[config.mk]
export PLATFORM = sky130hd
export DESIGN_NAME = bcd_to_binary_reader
export DESIGN_NICKNAME = d
export VERILOG_FILES = /design/src/rtl/bcd_to_binary_reader.sv
export SDC_FILE = /design/constraint.sdc
export NUM_CORES = 1
export LEC_CHECK = 0
export CAP_MARGIN = 20
export CORE_ASPECT_RATIO = 1.1
export CORE_MARGIN = 10
export CORE_UTILIZATION = 45
export DETAILED_ROUTE_END_ITERATION = 7
export GPL_TIMING_DRIVEN = 0
export PLACE_DENSITY_LB_ADDON = 0.25
export SLEW_MARGIN = 20
export SYNTH_ARGS = -nofsm -noshare
export SYNTH_HDL_FRONTEND = slang
export SYNTH_SLANG_ARGS = --single-unit
[constraint.sdc]
create_clock -name clock -period 1.7 [get_ports clock]
set_input_delay 0.34 -clock clock [delete_from_list [all_inputs] [get_ports clock]]
set_output_delay 0.34 -clock clock [all_outputs]
set_load 0.005 [all_outputs]
[src/rtl/bcd_to_binary_reader.sv]
// bcd_to_binary_reader: multi-cycle reverse double-dabble BCD-to-binary converter with start/busy/done handshake
module bcd_to_binary_reader #(
  parameter int DIGITS = 3,
  parameter int OUT_W  = 32
) (
  input  logic                  clock,
  input  logic                  reset,
  input  logic                  start,
  input  logic [4*DIGITS-1:0]   bcd_in,
  output logic                  busy,
  output logic                  done,
  output logic                  error,
  output logic [OUT_W-1:0]      binary_out
);
  localparam int W  = 4 * DIGITS;
  localparam int CW = $clog2(W + 1);
  typedef enum logic [1:0] {IDLE, SHIFT, DONE} state_t;
  state_t state_q, state_d;
  logic [2*W-1:0] sr_q, sr_d, step;
  logic [CW-1:0] cnt_q, cnt_d;
  logic pend_q, pend_d, err_q, err_d, bad;
  logic [OUT_W-1:0] out_q, out_d;
  if (OUT_W < W) begin : g_chk
    $error("OUT_W must be >= 4*DIGITS");
  end
  always_comb begin
    step = sr_q >> 1;
    bad = 1'b0;
    for (int i = 0; i < DIGITS; i++) begin
      step[W+4*i +: 4] = step[W+4*i +: 4] >= 4'd8 ? step[W+4*i +: 4] - 4'd3 : step[W+4*i +: 4];
      bad = bad | (bcd_in[4*i +: 4] > 4'd9);
    end
    state_d = state_q;
    sr_d = sr_q;
    cnt_d = cnt_q;
    pend_d = pend_q;
    err_d = err_q;
    out_d = out_q;
    case (state_q)
      IDLE: if (start) begin
        sr_d = {bcd_in, {W{1'b0}}};
        cnt_d = bad ? CW'(1) : CW'(W);
        pend_d = bad;
        state_d = SHIFT;
      end
      SHIFT: begin
        sr_d = step;
        cnt_d = cnt_q - CW'(1);
        if (cnt_q == CW'(1)) begin
          state_d = DONE;
          out_d = pend_q ? '0 : OUT_W'(step[W-1:0]);
          err_d = pend_q;
        end
      end
      default: state_d = IDLE;
    endcase
  end
  always_ff @(posedge clock) begin
    if (reset) begin
      state_q <= IDLE;
      sr_q <= '0;
      cnt_q <= '0;
      pend_q <= 1'b0;
      err_q <= 1'b0;
      out_q <= '0;
    end else begin
      state_q <= state_d;
      sr_q <= sr_d;
      cnt_q <= cnt_d;
      pend_q <= pend_d;
      err_q <= err_d;
      out_q <= out_d;
    end
  end
  assign busy = state_q != IDLE;
  assign done = state_q == DONE;
  assign error = err_q;
  assign binary_out = out_q;
endmodule

=== After elaboration in Yosys (flattened, before gate mapping) ===
Index checks and enable logic that the tools add are counted.

* Output and inout bits: 35
* Register bits: 64

* $lt $le $gt $ge: 6
* Bitwise gates (word level): 2
* Multiplexer cells: 12
* Equal/unequal tests: 5
* Add/sub/neg operators: 4
* Reduce and logical (&&, ||, !) cells: 7

{| class="wikitable"
|+ Operators with widths
! cell !! number
|-
| 24-bit case mux with 2 select lines || 1
|-
| 24-bit two-way mux || 1
|-
| 4-bit two-way mux || 5
|-
| 4-bit > comparator, second input constant || 3
|-
| 12-bit two-way mux || 1
|-
| 4-bit greater-or-equal comparator, second input constant || 2
|-
| 4-bit case mux with 2 select lines || 1
|-
| 2-bit AND reduction || 4
|-
| 4-bit by 2-bit subtractor with 4-bit output, second input constant || 2
|-
| 4-bit by 1-bit == test with 1-bit output, second input constant || 1
|-
| 3-bit by 4-bit greater-or-equal comparator with 1-bit output, second input constant || 1
|-
| 2-bit two-way mux || 2
|-
| 2-bit != test, second input constant || 2
|-
| 2-bit case mux with 2 select lines || 1
|-
| 2-bit nonzero test || 2
|-
| 3-bit by 2-bit subtractor with 4-bit output, second input constant || 1
|-
| 4-bit by 1-bit subtractor with 4-bit output, second input constant || 1
|-
| 2-bit by 1-bit == test with 1-bit output, second input constant || 1
|-
| 2-bit == test, second input constant || 1
|-
| 2-bit logical NOT || 1
|-
| 1-bit bitwise OR || 2
|}

=== Depth between registers and ports, before layout ===
* Depth in word-level cells: 6
* Depth in mapped cells: 6
* Depth with buffers taken out: 5

=== Worst setup path after synthesis ===
No wires, ideal clock.

* Path type: reg2reg
* Start: reg cnt_q[0]
* End: reg out_q[11], in the netlist binary_out[11]
* Data arrival time: 1.352 ns
* Stages on the path, launching flop included: 6
* Data required time: 1.566 ns
* Path buffers: 1
* Library setup time: 0.134 ns
* Slack: 0.214 ns
* Cells stage by stage: dfxtp_1 > ha_1 > or3b_2 > buf_2 > o21ai_0 > a21oi_1

* Word-level cells in the longest chain between the ends: 2

{| class="wikitable"
|+ Ends and longest elaborated chain
! what !! RTL line !! source
|-
| start, declared || 20 || <nowiki>logic [CW-1:0] cnt_q, cnt_d;</nowiki>
|-
| start signal, assigned || 69 || <nowiki>cnt_q <= cnt_d;</nowiki>
|-
| 4-bit by 1-bit == test with 1-bit output || 49 || <nowiki>if (cnt_q == CW'(1)) begin</nowiki>
|-
| 2-bit AND reduction (no line) || -- ||
|-
| end signal, assigned || 72 || <nowiki>out_q <= out_d;</nowiki>
|-
| end, declared || 22 || <nowiki>logic [OUT_W-1:0] out_q, out_d;</nowiki>
|}

Every way passes these cells.
A chain may end at the register's enable or synchronous reset.

=== Worst setup path after layout ===
* Start: reg state_q[1]
* End: out busy

* Word-level cells in the longest chain between the ends: 1

{| class="wikitable"
|+ Ends and longest elaborated chain
! what !! RTL line !! source
|-
| start, declared || 18 || <nowiki>state_t state_q, state_d;</nowiki>
|-
| start signal, assigned || 67 || <nowiki>state_q <= state_d;</nowiki>
|-
| 2-bit nonzero test || 75 || <nowiki>assign busy = state_q != IDLE;</nowiki>
|-
| end, declared || 10 || <nowiki>output logic busy,</nowiki>
|}

Every way passes these cells.

==> run summary <==
DPL Wire Length: 3.99 mm
Top-Level Pins: 50
Synth Area in Compound Gates: 0.204
Placer Congestion: 0.799
Reg clk slew, reported paths: 0.08 ns
First-pass DRT Iterations: 4
Critical Path AT: 1.31 ns
GR peak layer: met2
area growth from synthesis to layout: 24.9%
Final min period: 1.65 ns
maximum vdd drop: 0.636 mV
CP endpoint kind: output port
post-route ant nets: 0
register area share after synthesis: 0.390
area of the multi-input gates: 0.00113 mm²
via count normalized by instance count: 5.20
max-cap viol count: 0
met1 usage: 0.172
CP Class: register to output port
largest cells by area after synthesis: dfxtp_1 39%, buf_4 8.2%, a21oi_1 7.3%, nand4b_1 4.8%, o21ai_0 4.5%
Die H: 93.4 µm
Required @ worst endpoint: 1.36 ns
Relative slew margins: 0.647
largest area contributor in the netlist: dfxtp_1
met2 usage: 0.224
Util after Layout: 0.588
Post-Synth Simple-Gate Area: 0.204
Pwr Density: 813 mW/mm²
type of origin of the critical path: register
pin count of the biggest net entering global routing: 13
top-area cell type share of the netlist area: 0.390
worst slew pin tran: 0.529 ns
# diodes: 0
count of input and output buffers: 28
final hold violation count: 0
drt wl/cell: 15.0 µm
fill cell count: 446
final setup skew: 0.00537 ns
status: finished, final reports clean
Worst-Skew Late Latency: 0.29 ns
area of the core: 0.00468 mm²
met3 usage: 0.0443
overall die area: 0.00810 mm²
share of cells above drive strength 1: 0.190
Cells after Synth: 259
Syn Std Cell Area: 0.00220 mm²
TNS Setup: 0 ns
HP Start: sr_q[11]$_SDFFE_PP0P_
r2r worst-path depth: 5
initial antenna violation count: 0
root buffer cell: clkbuf_8
die width: 86.7 µm
Max Buffers Root-to-Sink: 2
Hold/Removal Path Class: register to register
Avg Synthesized Cell Area: 8.51 µm²
DR vias: 1,931
main combinational cell family by area after synthesis: compound AO/OA/AOI/OAI gates
final worst path period share: 0.970
fin worst setup slack: 0.0515 ns
clock buffer count from CTS: 5
hold path endpoint: sr_q[10]$_SDFFE_PP0P_
CTS tree: built
setup violators final: 0
Yosys reg bits: 43
dpl ws: -0.219 ns
sequential standard cell area: 870 µm²
reg2reg setup slack: 0.12 ns
hold depth: 2
RSZ-0062 raised after global routing: yes
post-synthesis mux area share: 0.0153
first-pass GRT wire length: 9.32 mm
Synth cell types: 39
fmax: 607 MHz
H-Tree Depth: 2
DRC Markers: 0
DR iter-0 viols: 228
gr ovfl total: 0
vias in the first global route: 1,915
Static Leakage: 0.00108 µW
Slew Limit Fails: 0
critical-path maximum fanout: 10
Post-Synth Adder-Cell Area: 0.0341
YS warnings: 0
final wirelength: 5.56 mm
floorplan row count: 26
Overall Global Routing Usage: 0.138
reg2reg end: sr_q[8]$_SDFFE_PP0P_
Synth Area in XOR/XNOR: 0.0199
clock sinks: 43
Nets: 336
Critical R2R Launch: state_q[0]$_SDFFE_PP0P_
initial core utilization: 0.471
layout by cell type (no fill, tap or decap), types with 2 or more instances in the layout:
cell,netlist,routed
nand3_1,16,16
clkdlybuf4s50_1,0,26
buf_4,24,26
buf_6,1,2
or3b_4,1,2
a311oi_1,3,3
a211oi_1,5,5
nor3_1,2,2
a21oi_1,32,32
nor2_1,6,6
nand2_1,24,24
nand4b_1,12,12
mux2_2,3,3
nor4bb_1,2,2
clkbuf_1,8,6
a31oi_1,3,3
dfxtp_1,43,40
conb_1,1,20
dfxtp_4,0,2
dlygate4sd2_1,0,2
xor2_1,2,2
nand3b_1,2,2
ha_1,6,6
o21ai_0,20,20
nand2b_1,4,4
o221a_2,2,2
clkbuf_8,0,6
nor2b_1,5,5
buf_2,8,7
inv_1,7,7
xnor2_1,3,3
a21oi_2,2,2
worst max-delay path, stage by stage (launching register included):
cell	delay, ns
dfxtp_4	0.36
buf_6	0.14
or2_2	0.26
dlygate4sd2_1	0.27
worst max path at each step:
stage / from / end / slack, ns / cells past startpoint
after floorplan: cnt_q[0]$_SDFFE_PP0P_ / binary_out[11]$_SDFFE_PP0P_ / 0.21 / 5
after global placement: reset / state_q[0]$_SDFFE_PP0P_ / -0.23 / 4
after detailed placement: reset / binary_out[10]$_SDFFE_PP0P_ / -0.22 / 4
after CTS: state_q[0]$_SDFFE_PP0P_ / busy / -0.03 / 3
after global routing: reset / binary_out[4]$_SDFFE_PP0P_ / -0.01 / 4
final: state_q[1]$_SDFFE_PP0P_ / busy / 0.05 / 3
state kept, by name, indices dropped and copies added (netlist names):
signal,flops
sr_q,23
error,1
cnt_q,4
binary_out,12
pend_q,1
state_q,2
layout make-up:
type	count	area share
repair buffers	31	0.109
well taps	56	0.0254
multi-input cells	187	0.412
inverters	7	0.00954
clock inverters	1	0.00182
plain buffers	40	0.0963
clock buffers	6	0.0300
flip-flops and latches	43	0.316
cell usage after synthesis:
master	n
a2111oi_0	1
clkbuf_1	8
nor2_1	6
buf_2	8
nand2b_1	4
inv_1	7
a22oi_1	1
mux2_2	3
buf_4	24
conb_1	1
nand3b_1	2
a311oi_1	3
a31o_4	1
buf_6	1
or2_2	1
a211oi_1	5
a21o_1	1
xor2_1	2
a31oi_1	3
xnor2_1	3
or3b_4	1
nand3_1	16
o21ai_0	20
o21a_1	1
o21ba_2	1
and3b_1	1
nor4bb_1	2
ha_1	6
or3b_2	1
a21oi_2	2
o221a_2	2
nor3b_1	2
nand4b_1	12
o32ai_1	1
nor3_1	2
a21oi_1	32
dfxtp_1	43
nand2_1	24
nor2b_1	5
logic make-up (layout without fill, tap and decap cells):
logic type / Yosys count / in the layout
other cells: 1 / 20
buf+inv: 48 / 85
fa+ha+maj: 6 / 6
xor+xnor: 5 / 5
mux: 3 / 3
compound gates: 74 / 74
flops: 43 / 43
simple gates: 79 / 79
power by group:
group	internal (µW)	total, µW	switching (µW)
sequential	1060	1120	61.3
clock	319	656	337
combinational	220	466	245
total	1590	2240	644
metal layers:
layer  up-vias  wire, µm
met4         0        17
met3         2       402
met1       895      2380
met5         -         0
li1        982         -
met2        52      2760
through the flow:
stage | total power, µW | instance area, µm² | hold slack, ns | std cells
after global placement | 1580 | 2630 | 0.456 | 362
after CTS | 2240 | 2730 | 0.468 | 369
after detailed placement | 1590 | 2630 | 0.461 | 362
after floorplan | 1450 | 2280 | 0.430 | 278
final | 2240 | 2750 | 0.467 | 371
after global routing | 2350 | 2750 | 0.495 | 371
repair_timing:
item	4_1_cts	5_1_grt
resized for setup	9	7
setup endpoints to repair	2	15
cloned	0	0
buffers inserted	0	3
hold buffers	0	0
Note: power is estimated with default switching activity, not from simulation.
==> RTL change (same settings) <==
Add an input register stage for `start` and `bcd_in`, without a reset; this delays them by one clock. Comments in the files are not updated.
--- a/src/rtl/bcd_to_binary_reader.sv
+++ b/src/rtl/bcd_to_binary_reader.sv
@@ -15,6 +15,15 @@
   localparam int W  = 4 * DIGITS;
   localparam int CW = $clog2(W + 1);
   typedef enum logic [1:0] {IDLE, SHIFT, DONE} state_t;
+
+  logic start_q;
+  logic [4*DIGITS-1:0] bcd_q;
+
+  always_ff @(posedge clock) begin
+    start_q <= start;
+    bcd_q   <= bcd_in;
+  end
+
   state_t state_q, state_d;
   logic [2*W-1:0] sr_q, sr_d, step;
   logic [CW-1:0] cnt_q, cnt_d;
@@ -28,7 +37,7 @@
     bad = 1'b0;
     for (int i = 0; i < DIGITS; i++) begin
       step[W+4*i +: 4] = step[W+4*i +: 4] >= 4'd8 ? step[W+4*i +: 4] - 4'd3 : step[W+4*i +: 4];
-      bad = bad | (bcd_in[4*i +: 4] > 4'd9);
+      bad = bad | (bcd_q[4*i +: 4] > 4'd9);
     end
     state_d = state_q;
     sr_d = sr_q;
@@ -37,8 +46,8 @@
     err_d = err_q;
     out_d = out_q;
     case (state_q)
-      IDLE: if (start) begin
-        sr_d = {bcd_in, {W{1'b0}}};
+      IDLE: if (start_q) begin
+        sr_d = {bcd_q, {W{1'b0}}};
         cnt_d = bad ? CW'(1) : CW'(W);
         pend_d = bad;
         state_d = SHIFT;
Function: changed (a bounded check fails within 4 cycles, from zero or initial values and one cycle with reset high).
==> RTL change against the unedited design <==
Fmax rose by 1.8%. Cell area rose by 5.1%. Setup slack improved by 0.030 ns. Sequential cell count rose by 13. Utilization fell by 1.7 points. Area after synthesis rose by 8.0%. Non-clock buffer count fell by 6. Synthesized cell count rose by 2.3%. Total power rose by 14%. Combinational power fell by 9.0%. Final cell count rose by 1.9%. Wire length fell by 11%.
==> RTL change: results (changes against the unedited design) <==
outcome:
  status: "complete, no violations"
cells_and_area:
  fin_nets: 340  # +1.2%
  largest_register: "sr_q"
  largest_reg_flops: 23  # unchanged
  antennaDiodeCount: 0  # unchanged
  drive_gt1_share_pct: 15.6  # -3.4 points
yosys:
  ys_top_cells_by_area: "dfxtp_1 47%, buf_4 7.3%, nor2_1 6.0%, a21oi_1 5.7%, a22oi_1 4.4%"
  async_flop_share_pct: 0  # unchanged
  yosys_warnings: 0  # unchanged
  yosysUniqueCellTypes: 35  # -10%
  yosysSeqAreaShare_pct: 47.1  # +8.0 points
  netlist_top_cells_count: "56 x dfxtp_1, 38 x nor2_1, 27 x a21oi_1"
  syn_avg_cell_area_sq_um: 8.99  # +5.6%
cts:
  path_clk_slew_ns: 0.10  # +0.02 ns
  cts_setup_buffers: 0  # unchanged
  clk_latency_ns: 0.30
  clk_path_buf_depth: 2  # unchanged
  cts_made_buffers: 5  # unchanged
  cts_root_buf: "clkbuf_8"
  cts_max_level: 2  # unchanged
critical_path:
  crit_family: "flip-flops"
  crit_path_max_fanout: 10  # unchanged
  slowest_delay_ns: 0.35
  cp_slowest_cell: "dfxtp_2"
  cp.arrival_ns: 1.28  # -0.03 ns
placed_design:
  dpl.hpwl_um: 3660  # -8.2%
  dp.cells: 370  # +2.2%
  placed_area_sq_mm: 0.00281  # +6.8%
  port_buffers: 28  # unchanged
  gp_congestion: 0.789  # -1.1%
timing:
  fin_worst_skew_ns: 0.00710  # +0.00173 ns
  slew_headroom_pct: 60.1  # -4.6 points
detailed_routing:
  num_vias: 1848  # -4.3%
  drt-initial-drc-count: 112  # -51%
  dr.pass1.iters: 4  # unchanged
  avgRoutedWirePerCell_um: 13.1  # -13%
  via_per_inst: 4.89  # -6.1%
power:
  vdd_ir_drop_max_v: 0.000704  # +11%
  cell_internal_pwr_mw: 1.87  # +17%
  leakage_nw: 1.18  # +9.4%
global_route:
  grt_pass1_vias: 1680  # -12%
  grt_first_pass_wirelength_um: 7990  # -14%
  grt_max_degree: 18  # +5
  gr-total-overflow: 0  # unchanged
  track_usage_pct: 11.6  # -2.2 points
  antenna_found_initial: 0  # unchanged
min_path:
  hold_path.class: "reg -> reg"
RTL change: worst register-to-register path: stages (launching register included):
cell,delay (ns)
dfxtp_2,0.35
buf_6,0.14
nand2b_1,0.15
nor4_1,0.22
mux2_2,0.37
a21oi_1,0.15
RTL change: area by class of cell:
cell class	count	area, sq um
timing repair buffer	28	279
tap	58	72.6
buffer	37	267
clock inverter	3	18.8
multi-input combinational	185	1040
inverter	6	22.5
fill	472	2170
clock buffer	5	68.8
sequential	56	1120
RTL change: per-layer routing:
layer | vias to the layer above | share of wire [%] | GRT usage (%)
met5 | - | 0 | 0
met4 | 0 | 0.51 | 2.79
met1 | 845 | 43 | 13.1
met2 | 42 | 51 | 21.1
met3 | 2 | 5.4 | 2.87
li1 | 959 | - | -
RTL change: worst paths after layout:
path,from,endpoint,slack (ns),depth (start not counted)
worst min register to register,bcd_q[2],sr_q[14],0.45,2
worst max-delay path,state_q[1],busy,0.08,3
worst min-delay path,bcd_q[2],sr_q[14],0.45,2
worst max register to register,state_q[1],cnt_q[3],0.25,5
RTL change: kinds of logic after synthesis:
| family | synth area share [%] |
|---|---|
| other cells | 0.157 |
| fa+ha+maj | 3.15 |
| xor+xnor | 1.47 |
| flops | 47.1 |
| buf+inv | 12.1 |
| mux | 0.473 |
| simple gates | 20.8 |
| compound gates | 14.8 |
RTL change: stage by stage:
stage                     setup WS (ns)  utilization, %  hold slack, ns
after CTS                       0.00845            57.1           0.454
after global placement            0.157            55.4           0.433
after detailed placement          0.145            55.4           0.441
after global routing             0.0257            57.1           0.465
after floorplan                   0.410               -           0.368
final                            0.0813            57.1           0.452
RTL change: power by group through the flow:
stage | clock network (mW) | logic [mW] | registers (mW)
after floorplan | 0 | 0.320 | 1.45
after global placement | 0 | 0.415 | 1.46
after detailed placement | 0 | 0.426 | 1.46
after CTS | 0.727 | 0.424 | 1.43
after global routing | 0.783 | 0.474 | 1.44
final | 0.702 | 0.424 | 1.44
RTL change: timing repair:
item / in CTS / in global routing
endpoints found under the setup margin: 2 / 1
cloned: 0 / 0
gates resized for setup: 4 / 1
hold buffers: 0 / 0
